===== src/rtl/wash_ctrl.sv =====
// Washing-machine cycle controller: decodes key-code changes into commands and sequences
// FILL/WASH/DRAIN/SPIN/DONE on a 1 s tick. Optional macro WASH_DIR_ALT_EN alternates drum direction in WASH.
module wash_ctrl #(
   parameter int unsigned TICK_DIV = 20_000_000,
   parameter int unsigned FILL_S   = 60,
   parameter int unsigned WASH_S   = 300,
   parameter int unsigned DRAIN_S  = 60,
   parameter int unsigned SPIN_S   = 120,
   parameter int unsigned DONE_S   = 5,
   parameter int unsigned DIR_S    = 10
) (
   input  logic       CLK,
   input  logic       RST_N,
   input  logic [2:0] key_value,
   output logic       valve_in,
   output logic       valve_out,
   output logic       motor_fwd,
   output logic       motor_rev,
   output logic       spin,
   output logic       buzzer,
   output logic       paused,
   output logic [2:0] state,
   output logic [9:0] remain_s
);

   localparam int unsigned PW = $clog2(TICK_DIV);
   localparam int unsigned RW = 10;

   if (TICK_DIV < 2 || TICK_DIV > 2**25 || FILL_S == 0 || FILL_S > 1023 || WASH_S == 0 ||
       WASH_S > 1023 || DRAIN_S == 0 || DRAIN_S > 1023 || SPIN_S == 0 || SPIN_S > 1023 ||
       DONE_S == 0 || DONE_S > 1023 || DIR_S == 0 || DIR_S > 1023) begin : g_param_chk
      $error("wash_ctrl: parameter out of range");
   end

   typedef enum logic [2:0] {
      S_IDLE  = 3'd0,
      S_READY = 3'd1,
      S_FILL  = 3'd2,
      S_WASH  = 3'd3,
      S_DRAIN = 3'd4,
      S_SPIN  = 3'd5,
      S_DONE  = 3'd6
   } st_t;

   st_t           st_q, st_d;
   logic          paused_q, paused_d;
   logic [RW-1:0] rem_q, rem_d;
   logic [PW-1:0] pre_q, pre_d;
   logic [2:0]    kv_q;
   logic          evt, busy, timed, act;

`ifdef WASH_DIR_ALT_EN
   logic [RW-1:0] dir_cnt_q, dir_cnt_d;
   logic          rev_q, rev_d;
`endif

   assign evt   = (key_value != kv_q);
   assign busy  = (st_q == S_FILL) || (st_q == S_WASH) || (st_q == S_DRAIN) || (st_q == S_SPIN);
   assign timed = busy || (st_q == S_DONE);

   // Next-state: an acting command pre-empts the tick of the same cycle
   always_comb begin
      st_d     = st_q;
      paused_d = paused_q;
      rem_d    = rem_q;
      pre_d    = pre_q;
      act      = 1'b0;
`ifdef WASH_DIR_ALT_EN
      dir_cnt_d = dir_cnt_q;
      rev_d     = rev_q;
`endif
      if (evt) begin
         case (key_value)
            3'd1: begin
               if (st_q == S_IDLE) begin
                  st_d = S_READY;
                  act  = 1'b1;
               end else if (st_q != S_READY) begin
                  st_d     = S_READY;
                  paused_d = 1'b0;
                  rem_d    = '0;
                  pre_d    = '0;
                  act      = 1'b1;
               end
            end
            3'd2: begin
               if (st_q == S_READY) begin
                  st_d     = S_FILL;
                  paused_d = 1'b0;
                  rem_d    = RW'(FILL_S);
                  pre_d    = '0;
                  act      = 1'b1;
               end
            end
            3'd3: begin
               if (st_q == S_FILL) begin
                  st_d  = S_WASH;
                  rem_d = RW'(WASH_S);
                  pre_d = '0;
                  act   = 1'b1;
`ifdef WASH_DIR_ALT_EN
                  dir_cnt_d = '0;
                  rev_d     = 1'b0;
`endif
               end
            end
            3'd4: begin
               if (busy && !paused_q) begin
                  paused_d = 1'b1;
                  act      = 1'b1;
               end
            end
            3'd5: begin
               if (busy && paused_q) begin
                  paused_d = 1'b0;
                  act      = 1'b1;
               end
            end
            default: ;
         endcase
      end

      if (!act && timed && !paused_q) begin
         if (pre_q == PW'(TICK_DIV - 1)) begin
            pre_d = '0;
            if (rem_q == RW'(1)) begin
               case (st_q)
                  S_FILL: begin
                     st_d  = S_WASH;
                     rem_d = RW'(WASH_S);
`ifdef WASH_DIR_ALT_EN
                     dir_cnt_d = '0;
                     rev_d     = 1'b0;
`endif
                  end
                  S_WASH:  begin st_d = S_DRAIN; rem_d = RW'(DRAIN_S); end
                  S_DRAIN: begin st_d = S_SPIN;  rem_d = RW'(SPIN_S);  end
                  S_SPIN:  begin st_d = S_DONE;  rem_d = RW'(DONE_S);  end
                  S_DONE:  begin st_d = S_IDLE;  rem_d = '0;           end
                  default: ;
               endcase
            end else begin
               rem_d = rem_q - RW'(1);
`ifdef WASH_DIR_ALT_EN
               if (st_q == S_WASH) begin
                  if (dir_cnt_q == RW'(DIR_S - 1)) begin
                     dir_cnt_d = '0;
                     rev_d     = ~rev_q;
                  end else begin
                     dir_cnt_d = dir_cnt_q + RW'(1);
                  end
               end
`endif
            end
         end else begin
            pre_d = pre_q + PW'(1);
         end
      end
   end

   // State, timers and actuator outputs decoded from the next state
   always_ff @(posedge CLK or negedge RST_N) begin
      if (!RST_N) begin
         kv_q      <= '0;
         st_q      <= S_IDLE;
         paused_q  <= 1'b0;
         rem_q     <= '0;
         pre_q     <= '0;
         valve_in  <= 1'b0;
         valve_out <= 1'b0;
         motor_fwd <= 1'b0;
         spin      <= 1'b0;
         buzzer    <= 1'b0;
`ifdef WASH_DIR_ALT_EN
         dir_cnt_q <= '0;
         rev_q     <= 1'b0;
         motor_rev <= 1'b0;
`endif
      end else begin
         kv_q      <= key_value;
         st_q      <= st_d;
         paused_q  <= paused_d;
         rem_q     <= rem_d;
         pre_q     <= pre_d;
         valve_in  <= (st_d == S_FILL) && !paused_d;
         valve_out <= ((st_d == S_DRAIN) || (st_d == S_SPIN)) && !paused_d;
         spin      <= (st_d == S_SPIN) && !paused_d;
         buzzer    <= (st_d == S_DONE) && !paused_d;
`ifdef WASH_DIR_ALT_EN
         dir_cnt_q <= dir_cnt_d;
         rev_q     <= rev_d;
         motor_fwd <= (st_d == S_WASH) && !paused_d && !rev_d;
         motor_rev <= (st_d == S_WASH) && !paused_d && rev_d;
`else
         motor_fwd <= (st_d == S_WASH) && !paused_d;
`endif
      end
   end

`ifndef WASH_DIR_ALT_EN
   assign motor_rev = 1'b0;
`endif

   assign state    = st_q;
   assign paused   = paused_q;
   assign remain_s = rem_q;

endmodule


===== config.mk =====
export PLATFORM = sky130hd
export DESIGN_NAME = wash_ctrl
export DESIGN_NICKNAME = d
export VERILOG_FILES = /design/src/rtl/wash_ctrl.sv
export SDC_FILE = /design/constraint.sdc
export NUM_CORES = 1
export LEC_CHECK = 0
export ABC_AREA = 1
export BUFFER_PORTS_ARGS = -buffer_cell sky130_fd_sc_hd__buf_2
export CAP_MARGIN = 20
export CORE_MARGIN = 5
export CORE_UTILIZATION = 65
export DETAILED_ROUTE_END_ITERATION = 10
export GPL_TIMING_DRIVEN = 0
export PLACE_DENSITY_LB_ADDON = 0.08
export SETUP_SLACK_MARGIN = 0.3
export SYNTH_ARGS = -nofsm -noshare
export SYNTH_HDL_FRONTEND = slang
export SYNTH_SLANG_ARGS = --single-unit
export TNS_END_PERCENT = 1

===== constraint.sdc =====
create_clock -name CLK -period 4.5 [get_ports CLK]
set_input_delay 0.225 -clock CLK [delete_from_list [all_inputs] [get_ports CLK]]
set_output_delay 0.225 -clock CLK [all_outputs]
set_load 0.01 [all_outputs]

---- Word level (Yosys, flattened, before mapping) ----
Cells that the tools add are included.
word-level totals
  register bits after elaboration ......... 47
  bits of input ports ..................... 5
  output and inout bits ................... 20
  logic and storage cells ................. 100
cells by class
  add/subtract/negate cells ............... 2
  eq/ne operators ......................... 24
  mux-type cells .......................... 43
  reductions and logical operators ........ 21
operators with widths
  cell                                                                   number
  25-bit two-way mux                                                     7
  10-bit two-way mux                                                     8
  25-bit case mux with 3 select lines                                    1
  10-bit case mux with 5 select lines                                    1
  10-bit case mux with 3 select lines                                    1
  25-bit by 1-bit adder with 25-bit output (second input constant)       1
  25-bit == test (second input constant)                                 1
  3-bit == test (second input constant)                                  8
  3-bit two-way mux                                                      8
  3-bit by 2-bit == test with 1-bit output (second input constant)       6
  3-bit case mux with 5 select lines                                     1
  1-bit two-way mux                                                      13
  3-bit != test (second input constant)                                  4
  10-bit by 1-bit == test with 1-bit output (second input constant)      1
  10-bit by 1-bit subtractor with 10-bit output (second input constant)  1
  1-bit logical AND                                                      9
  3-bit case mux with 3 select lines                                     1
  3-bit by 1-bit == test with 1-bit output (second input constant)       2
  6-bit AND reduction                                                    1
  1-bit logical OR                                                       5
  1-bit case mux with 5 select lines                                     1
  1-bit case mux with 4 select lines                                     1
  4-bit nonzero test                                                     1
  1-bit logical NOT                                                      3
  4 further kinds                                                        4

---- Depth between registers and ports, before layout ----
Gate-level depths: netlist (run 1).
  depth in word-level cells ............... 15
  depth in mapped cells ................... 15
  gate-level depth less buffers ........... 14

---- Least setup slack after synthesis (run 1) ----
OpenSTA, ideal clock, no wires.
  kind .................................... flip-flop to flip-flop
  start ................................... register st_q[1], in the netlist state[1]
  end ..................................... register pre_q[10]
  library setup time ...................... 80 ps
  data arrival time ....................... 1,751 ps
  required time ........................... 4,420 ps
  setup slack ............................. 2,669 ps
  cell stages (with the launch flop) ...... 16
  path buffers ............................ 2
  period minus slack after synthesis ...... 1,831 ps
  cells stage by stage .................... dfrtp_1 -> buf_6 -> nor2_4 -> inv_2 -> nand2_2 -> inv_2 -> nand2_2 -> nand3_2 -> nand2_4 -> nand2_4 -> buf_6 -> nor2_8 -> inv_2 -> nand2_4 -> inv_4 -> nor3_2
on the way
  cells in the longest elaborated chain, start to end .. 13
  elaborated cells between the ends (all ways) .. 33
  those cells by class .................... eq/ne: 11; mux: 9; reduce/logical: 13
RTL lines
  item                                                          line      RTL
  start: declaration                                            45        st_t st_q, st_d;
  start signal: assignment                                      181       st_q <= st_d;
  3-bit by 2-bit == test with 1-bit output (on tied branches)   58, 96
  1-bit logical OR (3 in a row)                                 58        assign busy = (st_q == S_FILL) || (st_q == S_WASH) || (st_q == S_DRAIN) || (st_q == S_SPIN);
  1-bit logical AND (on tied branches)                          114, 108
  1-bit two-way mux (on tied branches)                          114, 108
  1-bit case mux with 5 select lines                            73        case (key_value)
  1-bit two-way mux                                             72        if (evt) begin
  1-bit logical NOT                                             123       if (!act && timed && !paused_q) begin
  1-bit logical AND (2 in a row)                                123
  3-bit != test (no source line), or another cell as far along  -
  6-bit AND reduction (no source line)                          -
  end signal: assignment                                        184       pre_q <= pre_d;
  end: declaration                                              48        logic [PW-1:0] pre_q, pre_d;
Several ways; a longest one is shown, not always the timed one.
A chain may end at the register's enable or synchronous reset.

---- Final worst setup path (run 1) ----
  start ................................... register pre_q[0]
  end ..................................... register rem_q[2], in the netlist remain_s[2]
on the way
  cells in the longest elaborated chain, start to end .. 3
RTL lines
  item                    line  RTL
  25-bit == test          124   if (pre_q == PW'(TICK_DIV - 1)) begin
  10-bit two-way mux      124
  10-bit two-way mux      123
  net rem_d[2]            47    logic [RW-1:0] rem_q, rem_d;
  end signal: assignment  183   rem_q <= rem_d;
  end: declaration        47
The timed path passes the listed nets, and every way through them passes these cells.

==> run metrics, run 1 <==
RSZ-0062 raised after global routing false; via count 3045; post-synth top area cell dfrtp_1; internal power 0.703 mW; Die Span Y 79.9 um; clk root buf clkbuf_8; peak fanout along the critical path 5; CP Class reg2reg; dpl ws 2.19 ns; Worst EP required 4.68 ns; I/O pins 25; top cells by area, synth dfrtp_1 (37%), nand2_1 (11%), inv_1 (6.2%); Comb pwr share 0.158; Slew headroom 0.382; area grow syn2layout 11.5%; Sw Ratio 0.281; Seq pwr share 0.457; Switch Pwr 0.275 mW; final wirelength 7670 um; CP Cell Sequence ha_1 > nand2_1 > nor2_1 > inv_1 > nor2_1 > nand3_1 > nor2_1 > nand3_1 > o21ai_0 > inv_1 > o21ai_0 > o211ai_1; area of the multi-input gates 1710 um2; Core Area 4720 um2; largest net degree at the start of global routing 48; Netlist cell types 39; Num CTS Buffers 5; Cell Pwr Density 277 nW/um2; die area 6380 um2; setup ws final 2.08 ns; clock skew 0.00790 ns; share of layout cells above drive strength 1 0.161; H-tree levels 2; Async SR Flop Fraction 1.00; Max Root-Sink Buffers 2; CP Capture Type flip-flop; crit path DAT 2.61 ns; vias per cell 5.72; Slowest cell on crit path dfrtp_1; Worst Hold Depth 1; Worst-Margin Slew 0.918 ns; initial core utilization 0.672; hold endpoint kv_q[0]$_DFF_PN0_; Residual DRC 0; slowest cell delay on critical path 0.43 ns; Slew Limit Fails 0; post-synth net total 442; Pre-antenna DRT Iters 5; Avg WL per Cell 14.4 um; worst r2r src pre_q[0]$_DFFE_PN0P_; DP HPWL 5710 um; routability cong. 0.925; post-synthesis instance area 3170 um2; Final ANT Viol Nets 0; status completed; Iter 0 DRT Violations 220; reg2reg end remain_s[2]$_DFF_PN0_; vias in the first global route 2917; max_cap viols 0; Die Width 79.9 um; TNS Setup 0 ns; sequential fraction of the synthesis area 0.371; sequential cell area 1180 um2; leakage 1.68 nW; port bufs 23; global-route wire length before repair 13100 um; Final period util 0.539; FP Rows 25; clock power share 0.386; Mean Syn Cell Area 7.35 um2; VDD IR max 0.000220 V; synthesis-stage register bit count 47; Hold Crit Start key_value[0]; Post-synth EDFFs 0; Final Critical Period 2.42 ns; reg2reg setup slack 2.08 ns; Hold Crit Class in2reg; n_diodes 0; area share of the largest cell type after synthesis 0.371; clk slew on worst S/H paths 0.10 ns; CTS tree yes; clk sinks 47; Fillers 376; GRT overflow 0; Global Route Usage Sum 0.259; Worst Setup Start Kind flip-flop; R2R depth 12; Max Fclk 0.412 GHz; antenna violations before repair 0; Setup violations, final 0; Final Hold Vio Count 0; post_cts resized 0; Main synth FF type dfrtp_1; number of synthesis warnings 0; NumNets Final 474; Most Frequent Cell on Critical Path nor2_1; cells after synthesis 432; Clk Latency, worst-skew pair 0.31 ns
-- final cells by class --
cell class	count	share of cell area
clock inverters	3	0.0191
clock buffers	5	0.0194
inverters	65	0.0697
well taps	67	0.0237
multi-input cells	314	0.482
plain buffers	6	0.0127
flip-flops and latches	47	0.332
repair buffers	25	0.0410
-- layer usage --
| layer | track usage | wire length (um) |
|---|---|---|
| met2 | 0.461 | 3940 |
| met1 | 0.302 | 3150 |
| met4 | 0.0997 | 210 |
| met5 | 0 | 0 |
| met3 | 0.0553 | 366 |
-- sequential cells by signal, indices dropped and copies added (netlist names) --
| register | flops |
|---|---|
| buzzer | 1 |
| kv_q | 3 |
| motor_fwd | 1 |
| paused | 1 |
| pre_q | 25 |
| remain_s | 10 |
| spin | 1 |
| state | 3 |
| valve_in | 1 |
| valve_out | 1 |
-- power groups by stage --
stage                     Clock [mW]  Sequential, mW  Combinational, mW
after floorplan                    0           0.456              0.103
after global placement             0           0.455              0.146
after detailed placement           0           0.454              0.149
after CTS                      0.381           0.446              0.151
after global routing           0.397           0.449              0.172
final                          0.377           0.447              0.154
-- layout by cell type (no fill, tap or decap), types with 6 or more instances in the layout --
cell and count:
nand2_1 92, inv_1 52, nor2_1 50, dfrtp_1 47, nand3_1 30, buf_2 26, nand4_1 17, xor2_1 17
a21oi_1 16, o21ai_0 15, nor3_1 14, inv_2 12, o22ai_1 9, nor4_1 8, nand2_2 6
-- stage by stage --
stage	utilization	power, mW	hold WS [ns]	instances	cell area (um2)
2_1_floorplan	-	0.559	-0.0706	432	3170
3_3_place_gp	0.714	0.601	0.383	522	3370
3_5_place_dp	0.714	0.604	0.392	522	3370
4_1_cts	0.743	0.978	0.0619	530	3510
5_1_grt	0.749	1.02	0.0642	532	3540
6_report	0.749	0.978	0.0662	532	3540
-- worst max-delay path, delay by kind of cell, from the launching register on --
family / cells / cell delay, ns
AND/OR/NAND/NOR: 6 / 1.07
flip-flops: 1 / 0.43
AO/OA/AOI/OAI: 3 / 0.37
buffers and inverters: 2 / 0.22
adder cells (fa/ha/maj): 1 / 0.20
-- cells in the mapped netlist, types with 2 or more instances --
cell type,n
a21oi_1,16
nor2_1,50
xor2_1,17
nand2_4,4
nand3_1,30
inv_1,52
nor4_1,8
o211ai_1,2
nand4_1,17
o22ai_1,9
buf_2,3
inv_2,12
nor3_2,4
xnor2_1,3
o221ai_1,3
nor2_4,2
a22oi_1,2
nand3_2,2
o31ai_1,2
nand2_2,6
nor3_1,14
buf_6,2
nand2_1,92
o21ai_0,15
dfrtp_1,47
ha_1,5
-- worst max path at each step --
stage	from	to	slack, ns	cells after the start
global placement	pre_q[0]$_DFFE_PN0P_	remain_s[2]$_DFF_PN0_	2.19	12
CTS	pre_q[0]$_DFFE_PN0P_	remain_s[2]$_DFF_PN0_	2.14	12
global route	pre_q[0]$_DFFE_PN0P_	remain_s[2]$_DFF_PN0_	1.84	12
floorplan	state[1]$_DFF_PN0_	pre_q[10]$_DFFE_PN0P_	2.67	15
detailed placement	pre_q[0]$_DFFE_PN0P_	remain_s[2]$_DFF_PN0_	2.19	12
finish	pre_q[0]$_DFFE_PN0P_	remain_s[2]$_DFF_PN0_	2.08	12
-- logic make-up (layout without fill, tap and decap cells) --
group / Yosys count / in the layout / synth area share
AOI/OAI and AO/OA: 54 / 54 / 0.103
xor gates and xnor gates: 20 / 20 / 0.0552
adders and majority gates: 5 / 5 / 0.0197
buffers and inverters: 71 / 104 / 0.0919
DFF: 47 / 47 / 0.371
other: 1 / 1 / 0.00118
and+or+nand+nor: 234 / 234 / 0.358
-- timing repair --
| item | CTS | global route |
|---|---|---|
| buffers inserted | 0 | 0 |
| hold endpoints to repair | 0 | 5 |
| hold buffers | 0 | 1 |
| setup endpoints to repair | 0 | 0 |
Power figures use the tool's default switching activity.
==> run 2, diff against run 1 <==
--- a/config.mk
+++ b/config.mk
@@ -9,7 +9,7 @@
 export BUFFER_PORTS_ARGS = -buffer_cell sky130_fd_sc_hd__buf_2
 export CAP_MARGIN = 20
 export CORE_MARGIN = 5
-export CORE_UTILIZATION = 65
+export CORE_UTILIZATION = 55
 export DETAILED_ROUTE_END_ITERATION = 10
 export GPL_TIMING_DRIVEN = 0
 export PLACE_DENSITY_LB_ADDON = 0.08
==> constraint.sdc (replaced) <==
create_clock -name CLK -period 2.1 [get_ports CLK]
set_input_delay 0.105 -clock CLK [delete_from_list [all_inputs] [get_ports CLK]]
set_output_delay 0.105 -clock CLK [all_outputs]
set_load 0.01 [all_outputs]
==> run 2 against run 1 <==
Against the previous run:
- non-clock buffer count rose by 43
- clock skew up 0.0062 ns
- register-to-register slack worse by 1.9 ns
- power rose by 120%
- critical path depth rose by 1
- sequential share of layout area shrank 4.3 points
- final area grew 15%
- die area rose by 16%
- via count is 7.8% higher
- global-route usage fell by 2.3 points
- worst setup slack lost 1.9 ns
- critical endpoint is now remain_s[5]$_DFF_PN0_
==> run metrics, run 2 (synthesized netlist as in run 1, its figures left out) <==
status completed; initial core utilization 0.573 (-0.0991); Worst EP required 2.35 ns (-2.33 ns); post-route cell area 4080 um2 (+15%); area grow syn2layout 28.5%; max_cap viols 0 (unchanged); CP Cell Sequence buf_6 > nor2_4 > inv_2 > nand2_4 > inv_2 > nand2_2 > nand3_4 > nand2_4 > buf_6 > nand4_1 > buf_4 > or2_4 > nand3_2; Die Span Y 86.0 um (+7.6%); Final Hold Vio Count 0 (unchanged); clock skew 0.0141 ns (+0.00615 ns); max reg flops 25 (unchanged); Global Route Usage Sum 0.236 (-0.0229); Placed Instance Area 3380 um2 (+0.26%); clk sinks 47 (unchanged); fin util 0.736 (-0.0131); VDD IR max 0.000376 V (+71%); FP Rows 27 (+8.0%); Final period util 0.926 (+0.387); DP HPWL 5820 um (+1.9%); largest net degree at the start of global routing 48 (unchanged); Residual DRC 0 (unchanged); routability cong. 0.941 (+1.7%); vias in the first global route 3083 (+5.7%); leakage 1.91 nW (+14%); clk root buf clkbuf_8; Max Fclk 0.514 GHz (+25%); CP Class reg2reg; Fillers 436 (+16%); Worst Setup Start Kind flip-flop; NumNets Final 517 (+9.1%); Hold Crit Class in2async; slowest cell delay on critical path 0.39 ns (-0.04 ns); die area 7390 um2 (+16%); Setup violations, final 0 (unchanged); Buf/Inv on CP 5 (+3); Slew Limit Fails 0 (unchanged); final wirelength 8730 um (+14%); most frequent cells in the layout nand2_1 (87), inv_1 (48), dfrtp_1 (45); R2R depth 13 (+1); Avg WL per Cell 15.0 um (+4.4%); reg2reg end remain_s[5]$_DFF_PN0_; CP Capture Type flip-flop; Pre-antenna DRT Iters 4 (-1); global-route wire length before repair 14100 um (+7.5%); Slew headroom 0.647 (+0.265); via count 3282 (+7.8%); Core Area 5540 um2 (+17%); CTS tree yes; worst hold slack 0.248 ns (+0.181 ns); Worst-Margin Slew 0.524 ns (-0.394 ns); Die Width 86.0 um (+7.6%); antenna violations before repair 0 (unchanged); port bufs 23 (unchanged); peak fanout along the critical path 6 (+1); RSZ-0062 raised after global routing true; share of layout cells above drive strength 1 0.299 (+0.138); commonest non-fill, non-tap cell in the layout nand2_1; I/O pins 25 (unchanged); reg2reg setup slack 0.16 ns (-1.92 ns); H-tree levels 2 (unchanged); Slowest cell on crit path dfrtp_1; Max Root-Sink Buffers 2 (unchanged); Num CTS Buffers 5 (unchanged); TNS Setup 0 ns (unchanged); Final ANT Viol Nets 0 (unchanged); n_diodes 0 (unchanged); Crit path max-delay family simple AND/OR/NAND/NOR gates; Iter 0 DRT Violations 250 (+14%); Clk Latency, worst-skew pair 0.32 ns (about the same); vias per cell 5.66 (-1.1%); clk slew on worst S/H paths 0.10 ns (about the same); crit path DAT 2.19 ns (-0.42 ns); Final Critical Period 1.94 ns (-0.481 ns); worst r2r src state[1]$_DFF_PN0_; Cell Pwr Density 536 nW/um2 (+94%); GRT overflow 0 (unchanged); Largest Register pre_q
==> run 2: what timing repair did <==
item,CTS,global route
setup buffers,21,19
endpoints found under the setup margin,43,44
hold endpoints to repair,3,16
hold buffers,3,1
pin swaps,13,15
resized for setup,27,29
==> run 2: final cells by class <==
class                      count  area, um2  share of cell area
buffer                         6       53.8              0.0132
tap                           72       90.1              0.0221
multi-input combinational    314       1880               0.462
clock buffer                   5       68.8              0.0169
inverter                      65        249              0.0611
timing repair buffer          68        487               0.119
sequential                    47       1180               0.289
clock inverter                 3       67.6              0.0166
==> run 2: power breakdown <==
part	switching [mW]	total [mW]	internal (mW)
registers	0.0305	0.958	0.928
clock network	0.334	0.809	0.475
logic	0.261	0.420	0.159
total	0.626	2.19	1.56
==> run 2: stage by stage <==
step                      instances  power (mW)  worst slack [ns]
after floorplan                 432        1.20             0.291
after global placement          527        1.29            -0.252
after detailed placement        527        1.30            -0.226
after CTS                       559        2.15             0.183
after global routing            580        2.30            0.0169
final                           580        2.19             0.156
==> run 2: routing by layer <==
layer  up-vias  GRT usage  share of wire
met5         -          0              0
met4         0      0.109          0.032
met3        26     0.0413          0.059
met2       130      0.411           0.51
met1      1550      0.280           0.40
li1       1576          -              -
==> run 2: worst max path at each step <==
stage               slack, ns  depth (start not counted)             startpoint                     to
finish                   0.16                         13     state[1]$_DFF_PN0_  remain_s[5]$_DFF_PN0_
global route             0.02                         10  pre_q[17]$_DFFE_PN0P_  remain_s[5]$_DFF_PN0_
CTS                      0.18                         13     state[1]$_DFF_PN0_         spin$_DFF_PN0_
detailed placement      -0.23                         12   pre_q[0]$_DFFE_PN0P_  remain_s[2]$_DFF_PN0_
global placement        -0.25                         12   pre_q[0]$_DFFE_PN0P_  remain_s[2]$_DFF_PN0_
floorplan                0.29                         15     state[1]$_DFF_PN0_  pre_q[10]$_DFFE_PN0P_
==> run 3, diff against run 2 <==
--- a/config.mk
+++ b/config.mk
@@ -12,7 +12,7 @@
 export CORE_UTILIZATION = 55
 export DETAILED_ROUTE_END_ITERATION = 10
 export GPL_TIMING_DRIVEN = 0
-export PLACE_DENSITY_LB_ADDON = 0.08
+export PLACE_DENSITY_LB_ADDON = 0.15
 export SETUP_SLACK_MARGIN = 0.3
 export SYNTH_ARGS = -nofsm -noshare
 export SYNTH_HDL_FRONTEND = slang
==> run 3 against run 2 <==
Against the previous run:
- global-route usage is 0.24 points lower
- largest power group unchanged
- final cell count is 1.7% lower
- critical path type unchanged
- routed wire length is 3.8% lower
- highest routed layer unchanged
- flip-flop and latch count stayed put
- combinational power is 7.6% higher
- sequential share of layout area is 0.70 points higher
- maximum frequency is 3.3% higher
==> run metrics, run 3 (synthesized netlist as in run 1, its figures left out) <==
slowest cell delay on critical path 0.40 ns (about the same); Max Fclk 0.531 GHz (+3.3%); initial core utilization 0.573 (unchanged); GRT overflow 0 (unchanged); Cell Pwr Density 486 nW/um2 (-9.4%); area grow syn2layout 25.5%; setup ws final 0.218 ns (+0.0624 ns); Iter 0 DRT Violations 218 (-13%); dpl ws -0.105 ns (+0.121 ns); TNS Setup 0 ns (unchanged); max reg flops 25 (unchanged); leakage 1.83 nW (-4.6%); crit path DAT 2.07 ns (-0.12 ns); Hold Crit Class in2async; routability cong. 0.947 (+0.73%); max_cap viols 0 (unchanged); vias per cell 5.77 (+2.0%); Num CTS Buffers 5 (unchanged); Worst Setup Start Kind flip-flop; routed wl met3 454 um (-12%); Max Root-Sink Buffers 2 (unchanged); Slew headroom 0.606 (-0.0411); die area 7390 um2 (unchanged); I/O pins 25 (unchanged); final wirelength 8400 um (-3.8%); peak fanout along the critical path 6 (unchanged); worst r2r src state[1]$_DFF_PN0_; Residual DRC 0 (unchanged); Worst EP required 2.28 ns (-0.07 ns); Crit path max-delay family simple AND/OR/NAND/NOR gates; Avg WL per Cell 14.7 um (-2.1%); CP Cell Sequence buf_6 > nor2_4 > inv_2 > nand2_4 > inv_2 > nand2_2 > nand3_4 > a21oi_4 > nand4_1 > buf_4 > nand3_2 > nor3_1; clock skew 0.00897 ns (-0.00509 ns); Final Critical Period 1.88 ns (-0.0624 ns); largest net degree at the start of global routing 48 (unchanged); Placed Instance Area 3380 um2 (unchanged); Clk Latency, worst-skew pair 0.30 ns (-0.02 ns); Pre-antenna DRT Iters 8 (+4); share of layout cells above drive strength 1 0.277 (-0.0221); clk root buf clkbuf_8; Global Route Usage Sum 0.233 (-0.00237); CTS tree yes; Final period util 0.896 (-0.0297); global-route wire length before repair 14000 um (-0.30%); crit path launch state[1]$_DFF_PN0_; antenna violations before repair 0 (unchanged); CP Capture Type flip-flop; NumNets Final 507 (-1.9%); Final ANT Viol Nets 0 (unchanged); via count 3291 (+0.27%); CP Class reg2reg; post-route cell area 3980 um2 (-2.4%); Largest Register pre_q; VDD IR max 0.000335 V (-11%); Slowest cell on crit path dfrtp_1; status completed; Die Span Y 86.0 um (unchanged); n_diodes 0 (unchanged); Die Width 86.0 um (unchanged); Core Area 5540 um2 (unchanged); H-tree levels 2 (unchanged); Met1 Wirelength 3500 um (+0.49%); Fillers 425 (-2.5%); fin util 0.719 (-0.0174); Most Frequent Cell on Critical Path inv_2; DP HPWL 5680 um (-2.4%); FP Rows 27 (unchanged); clk slew on worst S/H paths 0.08 ns (-0.02 ns); Final Hold Vio Count 0 (unchanged); clk sinks 47 (unchanged); port bufs 23 (unchanged); Worst-Margin Slew 0.586 ns (+0.0616 ns); highest routed layer met4; Slew Limit Fails 0 (unchanged); commonest non-fill, non-tap cell in the layout nand2_1; Setup violations, final 0 (unchanged); DR WL met2 4150 um (-6.7%); RSZ-0062 raised after global routing true; most frequent cells in the layout nand2_1 (88), inv_1 (49), dfrtp_1 (45); vias in the first global route 3135 (+1.7%); Buf/Inv on CP 4 (-1)
## run 3: cell count changes in the layout (fill, tap and decap cells not counted), sizes merged
cell	change
bufinv	-2
clkbuf	+3
clkinv	+1
buf	-11
clkinvlp	-1
## run 3: through the flow
stage | total power [mW] | cells | hold WS, ns
2_1_floorplan | 1.20 | 432 | -0.191
3_3_place_gp | 1.29 | 527 | 0.266
3_5_place_dp | 1.29 | 527 | 0.268
4_1_cts | 1.90 | 557 | 0.00648
5_1_grt | 2.05 | 570 | 0.287
6_report | 1.93 | 570 | 0.259
## run 3: metal layers
metal,global-route usage,up-vias
li1,-,1548
met1,0.277,1566
met2,0.392,142
met3,0.0432,35
met4,0.134,0
met5,0,-
## run 3: worst reg2reg max path, delay by kind of cell, from the launching register on
family | cells | cell delay, ns
compound gates | 1 | 0.24
flops | 1 | 0.40
simple gates | 7 | 0.68
buf+inv | 4 | 0.44
## run 3: final cells by class
type / count / area [um2] / area share
multi-input combinational: 314 / 1890 / 0.474
sequential: 47 / 1180 / 0.296
timing repair buffer: 58 / 430 / 0.108
inverter: 65 / 254 / 0.0638
tap: 72 / 90.1 / 0.0226
clock buffer: 7 / 76.3 / 0.0192
buffer: 6 / 61.3 / 0.0154
clock inverter: 1 / 5.00 / 0.00126
## run 3: final timing paths
| kind | to | slack (ns) | depth (start not counted) |
|---|---|---|---|
| min in group CLK | state[2]$_DFF_PN0_ | 0.47 | 7 |
| max in group asynchronous | pre_q[14]$_DFFE_PN0P_ | 1.35 | 3 |
| worst max register to register | spin$_DFF_PN0_ | 0.22 | 12 |
| worst max-delay path | spin$_DFF_PN0_ | 0.22 | 12 |
| worst min register to register | pre_q[20]$_DFFE_PN0P_ | 0.53 | 2 |
| worst min-delay path | pre_q[1]$_DFFE_PN0P_ | 0.26 | 2 |
## run 3: report_power, final
group	internal (mW)	total, mW	leakage, nW	switching [mW]
combinational	0.179	0.452	1.14	0.274
clock	0.234	0.526	0.0422	0.292
sequential	0.927	0.955	0.642	0.0280
## run 3: timing repair
action | 4_1_cts | 5_1_grt
setup endpoints to repair | 43 | 44
pin swaps | 23 | 16
hold buffers | 3 | 1
gates cloned | 0 | 1
resized for setup | 38 | 19
endpoints found under the hold margin | 3 | 16
setup buffers | 19 | 10
